$ cat config.mk
export PLATFORM = sky130hd
export DESIGN_NAME = encode8
export DESIGN_NICKNAME = d
export VERILOG_FILES = /design/src/rtl/encode8.sv
export SDC_FILE = /design/constraint.sdc
export NUM_CORES = 1
export LEC_CHECK = 0
export CAP_MARGIN = 20
export CORE_MARGIN = 3
export CORE_UTILIZATION = 40
export DETAILED_ROUTE_END_ITERATION = 10
export DONT_BUFFER_PORTS = 1
export GPL_TIMING_DRIVEN = 0
export SETUP_SLACK_MARGIN = 0.15
export SLEW_MARGIN = 20
export SYNTH_ARGS = -nofsm -noshare
export SYNTH_HDL_FRONTEND = slang
export SYNTH_SLANG_ARGS = --single-unit
$ cat constraint.sdc
create_clock -name clk -period 1.8 [get_ports clk]
set_input_delay 0.27 -clock clk [delete_from_list [all_inputs] [get_ports clk]]
set_output_delay 0.27 -clock clk [all_outputs]
set_load 0.02 [all_outputs]
$ cat src/rtl/encode8.sv
// rtl/encode8.sv - posit<8,0> encoder: two-stage pipeline with valid/ready handshakes
//
// Builds an 8-bit posit (es=0) from sign, regime value k and an MSB-aligned
// fraction (hidden 1 implied). Stage 1 lays out regime + fraction and derives
// the 7-bit body with guard and sticky bits. Stage 2 rounds, saturates and
// applies the sign.
//
// Build option: define ENCODE8_ROUND_EN for round-to-nearest-even. Otherwise
// the body is truncated.
//
// Ports:
//   clk        clock; all state updates on its rising edge
//   rst_n      asynchronous active-low reset
//   in_valid   input fields valid
//   in_ready   encoder accepts input this cycle
//   in_s       sign, 1 = negative
//   in_k       regime value k, two's complement (scale 2^k)
//   in_f       fraction after hidden 1, bit7 = 2^-1
//   in_zero    encode zero; overrides all other fields
//   in_nar     encode NaR; overrides all fields, including in_zero
//   out_valid  out_p8 valid
//   out_ready  consumer accepts out_p8
//   out_p8     encoded posit<8,0>
//   sat_cnt    number of clamped or round-saturated outputs; sticks at 0xFF
//   sat_clr    synchronous clear of sat_cnt; wins over an increment

module encode8 (
    input  logic       clk,
    input  logic       rst_n,
    input  logic       in_valid,
    output logic       in_ready,
    input  logic       in_s,
    input  logic [7:0] in_k,
    input  logic [7:0] in_f,
    input  logic       in_zero,
    input  logic       in_nar,
    output logic       out_valid,
    input  logic       out_ready,
    output logic [7:0] out_p8,
    output logic [7:0] sat_cnt,
    input  logic       sat_clr
);

`ifdef ENCODE8_ROUND_EN
    localparam logic ROUND_EN = 1'b1;
`else
    localparam logic ROUND_EN = 1'b0;
`endif

    // Stage 1 registers
    logic       s1_valid;
    logic [6:0] s1_body;
    logic       s1_guard;
    logic       s1_sticky;
    logic       s1_sign;
    logic       s1_clamp;
    logic       s1_zero;
    logic       s1_nar;

    // Stage 2 registers
    logic       s2_valid;
    logic [7:0] s2_p8;
    logic       s2_sat;

    logic s2_en;

    assign s2_en     = !s2_valid || out_ready;
    assign in_ready  = !s1_valid || s2_en;
    assign out_valid = s2_valid;
    assign out_p8    = s2_p8;

    // ---------------- Stage 1: regime / fraction layout ----------------
    logic signed [7:0]  k_s;
    logic               k_hi;
    logic               k_lo;
    logic [2:0]         pos_sh;
    logic [2:0]         neg_sh;
    logic signed [23:0] pos_seed;
    logic [23:0]        neg_seed;
    logic [23:0]        vec;
    logic [6:0]         body_c;
    logic               guard_c;
    logic               sticky_c;

    assign k_s  = in_k;
    assign k_hi = k_s > 8'sd6;
    assign k_lo = k_s < -8'sd6;

    // k >= 0: seed "10" then the fraction; an arithmetic right shift by k
    // replicates the leading 1, giving k+1 ones followed by the terminating 0.
    // k < 0: seed "01"; a logical shift by -k-1 (= ~k) gives -k zeros then 1.
    assign pos_sh   = in_k[2:0];
    assign neg_sh   = ~in_k[2:0];
    assign pos_seed = {2'b10, in_f, 14'd0};
    assign neg_seed = {2'b01, in_f, 14'd0};

    always_comb begin
        vec = '0;
        if (in_k[7]) begin
            vec = neg_seed >> neg_sh;
        end else begin
            vec = pos_seed >>> pos_sh;
        end
    end

    // In the truncating build guard and sticky are held at zero, so the
    // stage-2 rounding term is always zero and everything else is shared.
    always_comb begin
        body_c   = vec[23:17];
        guard_c  = ROUND_EN & vec[16];
        sticky_c = ROUND_EN & (|vec[15:0]);
        if (k_hi) begin
            body_c   = 7'h7F;
            guard_c  = 1'b0;
            sticky_c = 1'b0;
        end else if (k_lo) begin
            body_c   = 7'h01;
            guard_c  = 1'b0;
            sticky_c = 1'b0;
        end
    end

    always_ff @(posedge clk or negedge rst_n) begin
        if (!rst_n) begin
            s1_valid  <= 1'b0;
            s1_body   <= '0;
            s1_guard  <= 1'b0;
            s1_sticky <= 1'b0;
            s1_sign   <= 1'b0;
            s1_clamp  <= 1'b0;
            s1_zero   <= 1'b0;
            s1_nar    <= 1'b0;
        end else if (in_ready) begin
            s1_valid <= in_valid;
            if (in_valid) begin
                s1_body   <= body_c;
                s1_guard  <= guard_c;
                s1_sticky <= sticky_c;
                s1_sign   <= in_s;
                s1_clamp  <= k_hi || k_lo;
                s1_zero   <= in_zero && !in_nar;
                s1_nar    <= in_nar;
            end
        end
    end

    // ---------------- Stage 2: round, saturate, sign ----------------
    logic       round_up;
    logic [7:0] sum_c;
    logic [6:0] rbody_c;
    logic       rnd_sat;
    logic [7:0] mag_c;
    logic [7:0] p8_c;
    logic       sat_c;

    assign round_up = s1_guard && (s1_body[0] || s1_sticky);
    assign sum_c    = {1'b0, s1_body} + {7'd0, round_up};
    // Rounding that lands on (or past) maxpos counts as saturation.
    assign rnd_sat  = round_up && (sum_c >= 8'h7F);

    always_comb begin
        rbody_c = sum_c[6:0];
        if (sum_c[7]) begin
            rbody_c = 7'h7F;
        end else if (sum_c[6:0] == 7'h00) begin
            rbody_c = 7'h01;
        end
    end

    assign mag_c = {1'b0, rbody_c};

    always_comb begin
        p8_c  = s1_sign ? (~mag_c + 8'd1) : mag_c;
        sat_c = s1_clamp || rnd_sat;
        if (s1_nar) begin
            p8_c  = 8'h80;
            sat_c = 1'b0;
        end else if (s1_zero) begin
            p8_c  = 8'h00;
            sat_c = 1'b0;
        end
    end

    always_ff @(posedge clk or negedge rst_n) begin
        if (!rst_n) begin
            s2_valid <= 1'b0;
            s2_p8    <= 8'h00;
            s2_sat   <= 1'b0;
        end else if (s2_en) begin
            s2_valid <= s1_valid;
            if (s1_valid) begin
                s2_p8  <= p8_c;
                s2_sat <= sat_c;
            end
        end
    end

    // ---------------- Saturation counter ----------------
    always_ff @(posedge clk or negedge rst_n) begin
        if (!rst_n) begin
            sat_cnt <= 8'h00;
        end else if (sat_clr) begin
            sat_cnt <= 8'h00;
        end else if (s2_valid && out_ready && s2_sat && (sat_cnt != 8'hFF)) begin
            sat_cnt <= sat_cnt + 8'd1;
        end
    end

endmodule

---- Word-level counts from Yosys, hierarchy flattened ----
Index checks and enable logic that the tools add are counted.
word-level totals
  flip-flop bits (word level) ............. 30
  input bits .............................. 24
  output and inout port bits .............. 18
cells by class
  $add $sub $neg .......................... 2
  order comparisons ....................... 2
  eq/ne operators ......................... 1
  shift-type cells ........................ 2
  mux-type cells .......................... 11
  bitwise operators ....................... 2
  reduce and logical (&&, ||, !) cells .... 14
operators with widths
  kind                                                                           count
  8-bit 2-to-1 mux                                                               5
  24-bit 2-to-1 mux                                                              1
  23-bit by 3-bit >> shifter with 24-bit output                                  1
  24-bit by 3-bit >>> shifter with 24-bit output                                 1
  7-bit 2-to-1 mux                                                               3
  8-bit by 1-bit adder with 8-bit output (second input constant)                 2
  8-bit by 4-bit > comparator with 1-bit output (second input constant)          1
  8-bit by 4-bit less-than comparator with 1-bit output (second input constant)  1
  8-bit != test (second input constant)                                          1
  7-bit NOT with 8-bit output                                                    1
  7-bit logical NOT                                                              1
  1-bit logical AND                                                              4
  2-bit AND reduction                                                            2
  1-bit logical NOT                                                              3
  1-bit logical OR                                                               3
  3-bit NOT                                                                      1
  1-bit 2-to-1 mux                                                               2
  2-bit nonzero test                                                             1

---- Depth between registers and ports, before layout ----
Gate-level depths: netlist of the first run.
  word-level depth ........................ 7
  depth in mapped cells ................... 9

---- Worst setup path after synthesis of the first run ----
Ideal clock, no wire load.
  kind .................................... input-to-reg
  from .................................... input port in_k[2]
  to ...................................... register s1_body[1]
  library setup time ...................... 126 ps
  arrival ................................. 1663 ps
  data required time ...................... 1674 ps
  slack ................................... 11 ps
  stages .................................. 9
  path buffers ............................ 2
  path through ............................ buf_2 nor2_1 nor2_1 nand4_1 ha_1 clkbuf_1 a2111o_1 a21oi_1 o32a_1
on the way
  word-level cells in the longest chain between the ends .. 5
  elaborated cells on any way between the ends .. 8
  classes of those cells .................. 2 x order compare; 2 x shift; 3 x mux; 1 x bitwise
ends and longest elaborated chain
  item                                                                                           line  source
  start: declaration                                                                             33    input logic [7:0] in_k,
  branches (longest 4 deep; another with 8-bit by 4-bit less-than comparator with 1-bit output)  -
  7-bit 2-to-1 mux *                                                                             112   if (k_hi) begin
  end signal: assignment                                                                         136   s1_body <= body_c;
  end: declaration                                                                               52    logic [6:0] s1_body;
Every way passes the cells marked *.
A chain may end at the register's enable or synchronous reset.

---- Worst setup path after layout of the first run ----
  from .................................... register s2_valid, in the netlist out_valid
  to ...................................... register s1_body[1]
on the way
  word-level cells in the longest chain between the ends .. 4
ends and longest elaborated chain
  item                                  line  source
  start: declaration                    61    logic s2_valid;
  start signal: assignment              190   s2_valid <= s1_valid;
  1-bit logical NOT                     67    assign s2_en = !s2_valid || out_ready;
  1-bit logical OR                      67
  1-bit logical OR                      68    assign in_ready = !s1_valid || s2_en;
  via in_ready                          31    output logic in_ready,
  2-bit AND reduction (no source line)  -
The timed path passes the listed nets, and every way through them passes these cells.

==> flow_summary.ini, run 1 <==
[outcome]
status = completed

[setup_path]
end_kind = register
start_kind = register
crit_required_ns = 1.96
cp.arrival_ns = 1.76
crit_path_max_fanout = 6
worstSetupPathType = reg -> reg

[finish]
register_area_um2 = 761
final_area_um2 = 2080
syn_to_final_growth_pct = 16.9
drive_gt1_share_pct = 20.1
diodes = 0
fin_cells = 259
finalNetCount = 237
multiInputGateArea_um2 = 986
fillers = 383

[pwr]
sw_frac_of_total_pct = 30.7
switchingPower_uw = 538
p_leak_uw = 0.000843
clkPwrFrac_pct = 29.2
intPower_uw = 1220
p_per_area_nw_per_um2 = 843
peakVddDrop_mv = 0.280
comb_power_share_pct = 19.4
power_frac_seq_pct = 51.4

[floorplan]
die_h_um = 72.7
start_util_pct = 42.9
die-area_um2 = 5280
coreArea_um2 = 4140
num_rows = 23
die_w_um = 72.7
ios = 42

[place]
routabilityCongestion = 0.915
place_hpwl_um = 3120
dpl_cell_area_um2 = 1870
dp.cells = 247
portBuffers = 0

[global_routing]
grt_usage_pct = 16.1
use_met2_pct = 28.3
grt_start_max_net_pins = 31
grt_use_met3_pct = 4.55
antenna_found_initial = 0
grt_busiest_layer = met2
overflow = 0
grt_pass1_vias = 1538
grt.met1_usage_pct = 18.9
grt_pass1_wl_um = 6820

[logic_synthesis]
synthesis.area_um2 = 1780
synth-seq-area-share_pct = 42.2
synth_cells = 197
synth.ff_latch_count = 30
synthArstFlopShare_pct = 100
synth.distinct_cells = 52
synth-edff-count = 0
yosysWarnings = 0
syn_nets = 224
syn_avg_cell_area_um2 = 9.03
synthFlopType = dfrtp_1

[sta]
finalClockSkew_ns = 0.00635
rsz0062_at_grt = true
timing.slew.headroom_pct = 64.5
layout_min_cycle_time_ns = 1.60
setup_viol = 0
drv_slew = 0
worstMarginPinSlew_ns = 0.518
max_freq_mhz = 623
finalHoldViolCount = 0
period_share_pct = 89.1

[routing]
viasPerCell = 5.84
drt_pass1_iterations = 4
num_vias = 1512
postRouteAntennaNets = 0
drc = 0
wirelength_um = 4180
wire_per_inst_um = 16.1
drtIter0Drc = 70

[job]
maxCapViolations = 0

[clock_tree]
clkLatencyLatePin_ns = 0.28
clockBufferDepth = 2
cts_tree = done
cts_root_buffer = clkbuf_8
cts_buffers = 5
clkSinkCount = 30
htreeDepth = 2
clkSlewWorstSetupHoldPaths_ns = 0.05

[worst_hold_path]
hp-class = in -> reg
## state kept, by name, indices dropped and copies added (netlist names)
register,flops
s1_body,7
sat_cnt,8
s2_sat,1
s1_sign,1
s1_nar,1
s1_zero,1
s1_clamp,1
out_valid,1
s1_valid,1
out_p8,8
## what timing repair did
action,CTS,global route
hold buffers,2,0
endpoints found under the setup margin,12,17
cloned,0,0
pin swaps,2,4
endpoints found under the hold margin,30,0
gates resized for setup,7,15
buffers inserted,3,1
## layer usage
metal	wire, um	vias up
met5	0	-
met4	59	0
met3	244	5
met2	2120	39
met1	1760	728
li1	-	740
## per-stage QoR
| step | hold slack (ns) | setup WS [ns] | utilization [%] | TNS [ns] | total power (uW) |
|---|---|---|---|---|---|
| after floorplan | -0.0256 | 0.161 | - | 0 | 1120 |
| after global placement | -0.0250 | 0.0482 | 45.2 | 0 | 1180 |
| after detailed placement | -0.0249 | -0.0566 | 45.2 | -0.0566 | 1200 |
| after CTS | 0.118 | 0.148 | 49.1 | 0 | 1750 |
| after global routing | 0.126 | 0.0736 | 50.2 | 0 | 1850 |
| final | 0.120 | 0.196 | 50.2 | 0 | 1750 |
## cells in the mapped netlist (2+ instances only)
cell type | count | area, um^2
and3_1 | 2 | 12.5
buf_2 | 4 | 20.0
inv_1 | 8 | 30.0
mux2i_1 | 7 | 70.1
xor2_1 | 4 | 35.0
nand4_1 | 4 | 25.0
nand3b_1 | 2 | 15.0
clkbuf_1 | 5 | 18.8
xnor2_1 | 3 | 26.3
nor3_1 | 6 | 30.0
a21o_1 | 2 | 15.0
ha_1 | 3 | 37.5
o32a_1 | 3 | 30.0
a211oi_1 | 3 | 22.5
o21ai_0 | 13 | 65.1
o21ai_1 | 3 | 15.0
o31ai_1 | 2 | 15.0
nor3b_1 | 3 | 22.5
o22ai_1 | 2 | 12.5
a21oi_1 | 11 | 55.1
nand2_1 | 24 | 90.1
o22a_1 | 5 | 43.8
dfrtp_1 | 30 | 751
nor2_1 | 19 | 71.3
a2111oi_0 | 2 | 17.5
## final timing paths
check | start | cells after the start | slack (ns) | end
max in group asynchronous | rst_n | 2 | 1.17 | s1_body[3]$_DFFE_PN0P_
setup / recovery | out_valid$_DFFE_PN0P_ | 5 | 0.20 | s1_body[1]$_DFFE_PN0P_
hold reg to reg | s2_sat$_DFFE_PN0P_ | 1 | 0.50 | s2_sat$_DFFE_PN0P_
hold / removal | in_s | 2 | 0.12 | s1_sign$_DFFE_PN0P_
setup reg to reg | out_valid$_DFFE_PN0P_ | 5 | 0.20 | s1_body[1]$_DFFE_PN0P_
min in group asynchronous | rst_n | 2 | 0.46 | sat_cnt[6]$_DFFE_PN0P_
## placed cells by master, fill, tap and decap left out, types with 2 or more instances in the layout
cell,count
xor2_1,4
o32a_1,3
buf_6,3
xnor2_1,3
nand2_1,24
o21ai_1,3
buf_4,6
mux2i_1,7
dfrtp_1,22
nand4_1,4
a211oi_1,3
clkbuf_1,2
nand3b_1,2
nor3b_1,3
a21oi_1,10
o21ai_0,13
clkbuf_8,7
inv_1,8
a21o_1,2
nor3_1,5
o22ai_1,2
nor2_1,18
dfrtp_2,8
ha_1,2
o22a_1,5
## power by group through the flow
| stage | Combinational [uW] | Clock, uW | Sequential, uW |
|---|---|---|---|
| final | 340 | 512 | 902 |
| after global placement | 277 | 0 | 905 |
| after CTS | 330 | 521 | 896 |
| after floorplan | 237 | 0 | 887 |
| after detailed placement | 286 | 0 | 910 |
| after global routing | 383 | 549 | 917 |
## cell type report
| type | instances | share of cell area, % |
|---|---|---|
| Buffer | 12 | 4.75 |
| Timing Repair Buffer | 6 | 2.89 |
| Tap cell | 50 | 3.01 |
| Inverter | 8 | 1.44 |
| Multi-Input combinational cell | 147 | 47.4 |
| Clock buffer | 6 | 3.97 |
| Sequential cell | 30 | 36.6 |
## cells by family (layout without fill, tap and decap cells)
group | after synthesis | in the layout | synth area share (%)
compound gates | 56 | 56 | 21.8
xor+xnor | 7 | 7 | 3.45
fa+ha+maj | 3 | 3 | 2.11
buf+inv | 20 | 32 | 5.13
flops | 30 | 30 | 42.2
mux | 9 | 9 | 5.20
simple gates | 72 | 72 | 20.1
## critical path, cell delays in order, from the launching register on
cell and delay (ns):
dfrtp_2 0.47, nand3b_1 0.27, and2_4 0.21, buf_8 0.12
o21ai_4 0.08, o32a_1 0.34
(Power assumes the default switching activity.)
==> run 2, diff against run 1 <==
--- a/config.mk
+++ b/config.mk
@@ -11,7 +11,7 @@
 export DETAILED_ROUTE_END_ITERATION = 10
 export DONT_BUFFER_PORTS = 1
 export GPL_TIMING_DRIVEN = 0
-export SETUP_SLACK_MARGIN = 0.15
+export SETUP_SLACK_MARGIN = 0.3
 export SLEW_MARGIN = 20
 export SYNTH_ARGS = -nofsm -noshare
 export SYNTH_HDL_FRONTEND = slang
==> flow_summary.ini, run 2 (synthesis gave the netlist of run 1 again) <==
[worst_hold_path]
hp-class = in -> reg
hold_depth = 1

[finish]
final_util_pct = 55.8
diodes = 0
finalNetCount = 249
final_area_um2 = 2310
drive_gt1_share_pct = 31.8
final_common_cell = nand2_1
syn_to_final_growth_pct = 30.0
final_cell_mix = nand2_1 (21), dfrtp_1 (19), nor2_1 (17)
fin_cells = 273
fillers = 384

[global_routing]
antenna_found_initial = 0
grt_start_max_net_pins = 31
grt_use_met3_pct = 3.86
overflow = 0
grt_busiest_layer = met2
use_met2_pct = 26.9
grt_pass1_wl_um = 6890
grt.met1_usage_pct = 22.0
grt_usage_pct = 16.5
grt_pass1_vias = 1479

[pwr]
comb_power_share_pct = 21.5
p_leak_uw = 0.000940
intPower_uw = 1380
switchingPower_uw = 589
p_per_area_nw_per_um2 = 850
finalPower_uw = 1970
peakVddDrop_mv = 0.274
power_frac_seq_pct = 45.7
sw_frac_of_total_pct = 30.0
clkPwrFrac_pct = 32.9

[sta]
rsz0062_at_grt = true
setup_viol = 0
timing.slew.headroom_pct = 68.8
period_share_pct = 89.5
drv_slew = 0
setup_slack_ns = 0.189
finalClockSkew_ns = 0.00471
finalHoldViolCount = 0
layout_min_cycle_time_ns = 1.61
worstMarginPinSlew_ns = 0.456
max_freq_mhz = 621

[routing]
num_vias = 1571
viasPerCell = 5.75
drt_pass1_iterations = 4
drtIter0Drc = 72
wirelength_um = 4500
postRouteAntennaNets = 0
drc = 0
wire_per_inst_um = 16.5

[clock_tree]
clockBufferDepth = 2
cts_buffers = 5
htreeDepth = 2
clkLatencyLatePin_ns = 0.28
clkSinkCount = 30
cts_root_buffer = clkbuf_8
clkSlewWorstSetupHoldPaths_ns = 0.06
cts_tree = done

[floorplan]
die_w_um = 72.7
ios = 42
num_rows = 23
die_h_um = 72.7
coreArea_um2 = 4140
die-area_um2 = 5280
start_util_pct = 42.9

[place]
place_hpwl_um = 3010
portBuffers = 0
dpl_cell_area_um2 = 1920
dp.cells = 247
routabilityCongestion = 0.880
place_ws_ns = -0.0334

[outcome]
status = completed

[setup_path]
end_kind = register
reg2regPathDepth = 5
crit_required_ns = 1.96
start_kind = register
worstSetupPathType = reg -> reg
cp.arrival_ns = 1.77
crit_path_max_fanout = 5

[job]
maxCapViolations = 0
## run 2: cell types whose count changed in the layout (fill, tap and decap cells not counted), moves of 2 or more
cell,delta
nand2_2,+2
buf_8,+3
o21ai_0,-2
nand2_1,-3
buf_4,+10
dfrtp_2,+3
dfrtp_1,-3
and3_4,+2
clkinv_2,+2
## run 2: power by group through the flow
stage	combinational, uW	clock [uW]	sequential [uW]
4_1_cts	388	665	885
3_3_place_gp	287	0	911
5_1_grt	469	691	909
2_1_floorplan	246	0	890
6_report	422	646	897
3_5_place_dp	293	0	914
## run 2: per-layer routing
layer  vias up  routed length [um]
met4         0                  53
met3         6                 261
met1       751                1980
li1        763                   -
met2        51                2200
met5         -                   0
## run 2: area by class of cell
cell class / count / area, um^2 / area share [%]
clock buffer: 5 / 68.8 / 2.98
buffer: 12 / 114 / 4.92
inverter: 8 / 30.0 / 1.30
clock inverter: 3 / 40.0 / 1.73
multi-input combinational: 147 / 1080 / 46.6
sequential: 30 / 764 / 33.1
timing repair buffer: 18 / 154 / 6.66
tap: 50 / 62.6 / 2.71
## run 2: critical path, cell delays in order (launching register included)
cell      delay (ns)
dfrtp_2         0.48
nand3b_1        0.28
and2_4          0.21
buf_8           0.12
o21ai_4         0.08
o32a_1          0.33
## run 2: final timing paths
path	startpoint	endpoint	slack (ns)
setup / recovery	out_valid$_DFFE_PN0P_	s1_body[2]$_DFFE_PN0P_	0.19
hold / removal	in_valid	s1_valid$_DFFE_PN0N_	0.10
setup reg to reg	out_valid$_DFFE_PN0P_	s1_body[2]$_DFFE_PN0P_	0.19
hold reg to reg	s1_clamp$_DFFE_PN0P_	s2_sat$_DFFE_PN0P_	0.51
max in group asynchronous	rst_n	sat_cnt[0]$_DFFE_PN0P_	1.19
min in group asynchronous	rst_n	out_p8[7]$_DFFE_PN0P_	0.44
## run 2: what timing repair did
action | in CTS | in global routing
hold buffers | 2 | 0
cloned | 0 | 0
endpoints found under the setup margin | 18 | 23
resized for setup | 10 | 31
buffers inserted | 11 | 5
endpoints found under the hold margin | 30 | 0
pin swaps | 4 | 14
## run 2: per-stage QoR
step | TNS (ns) | hold slack (ns)
final | 0 | 0.101
after global routing | 0 | 0.112
after CTS | 0 | 0.0979
after detailed placement | -0.0334 | -0.0249
after global placement | 0 | -0.0249
after floorplan | 0 | -0.0256
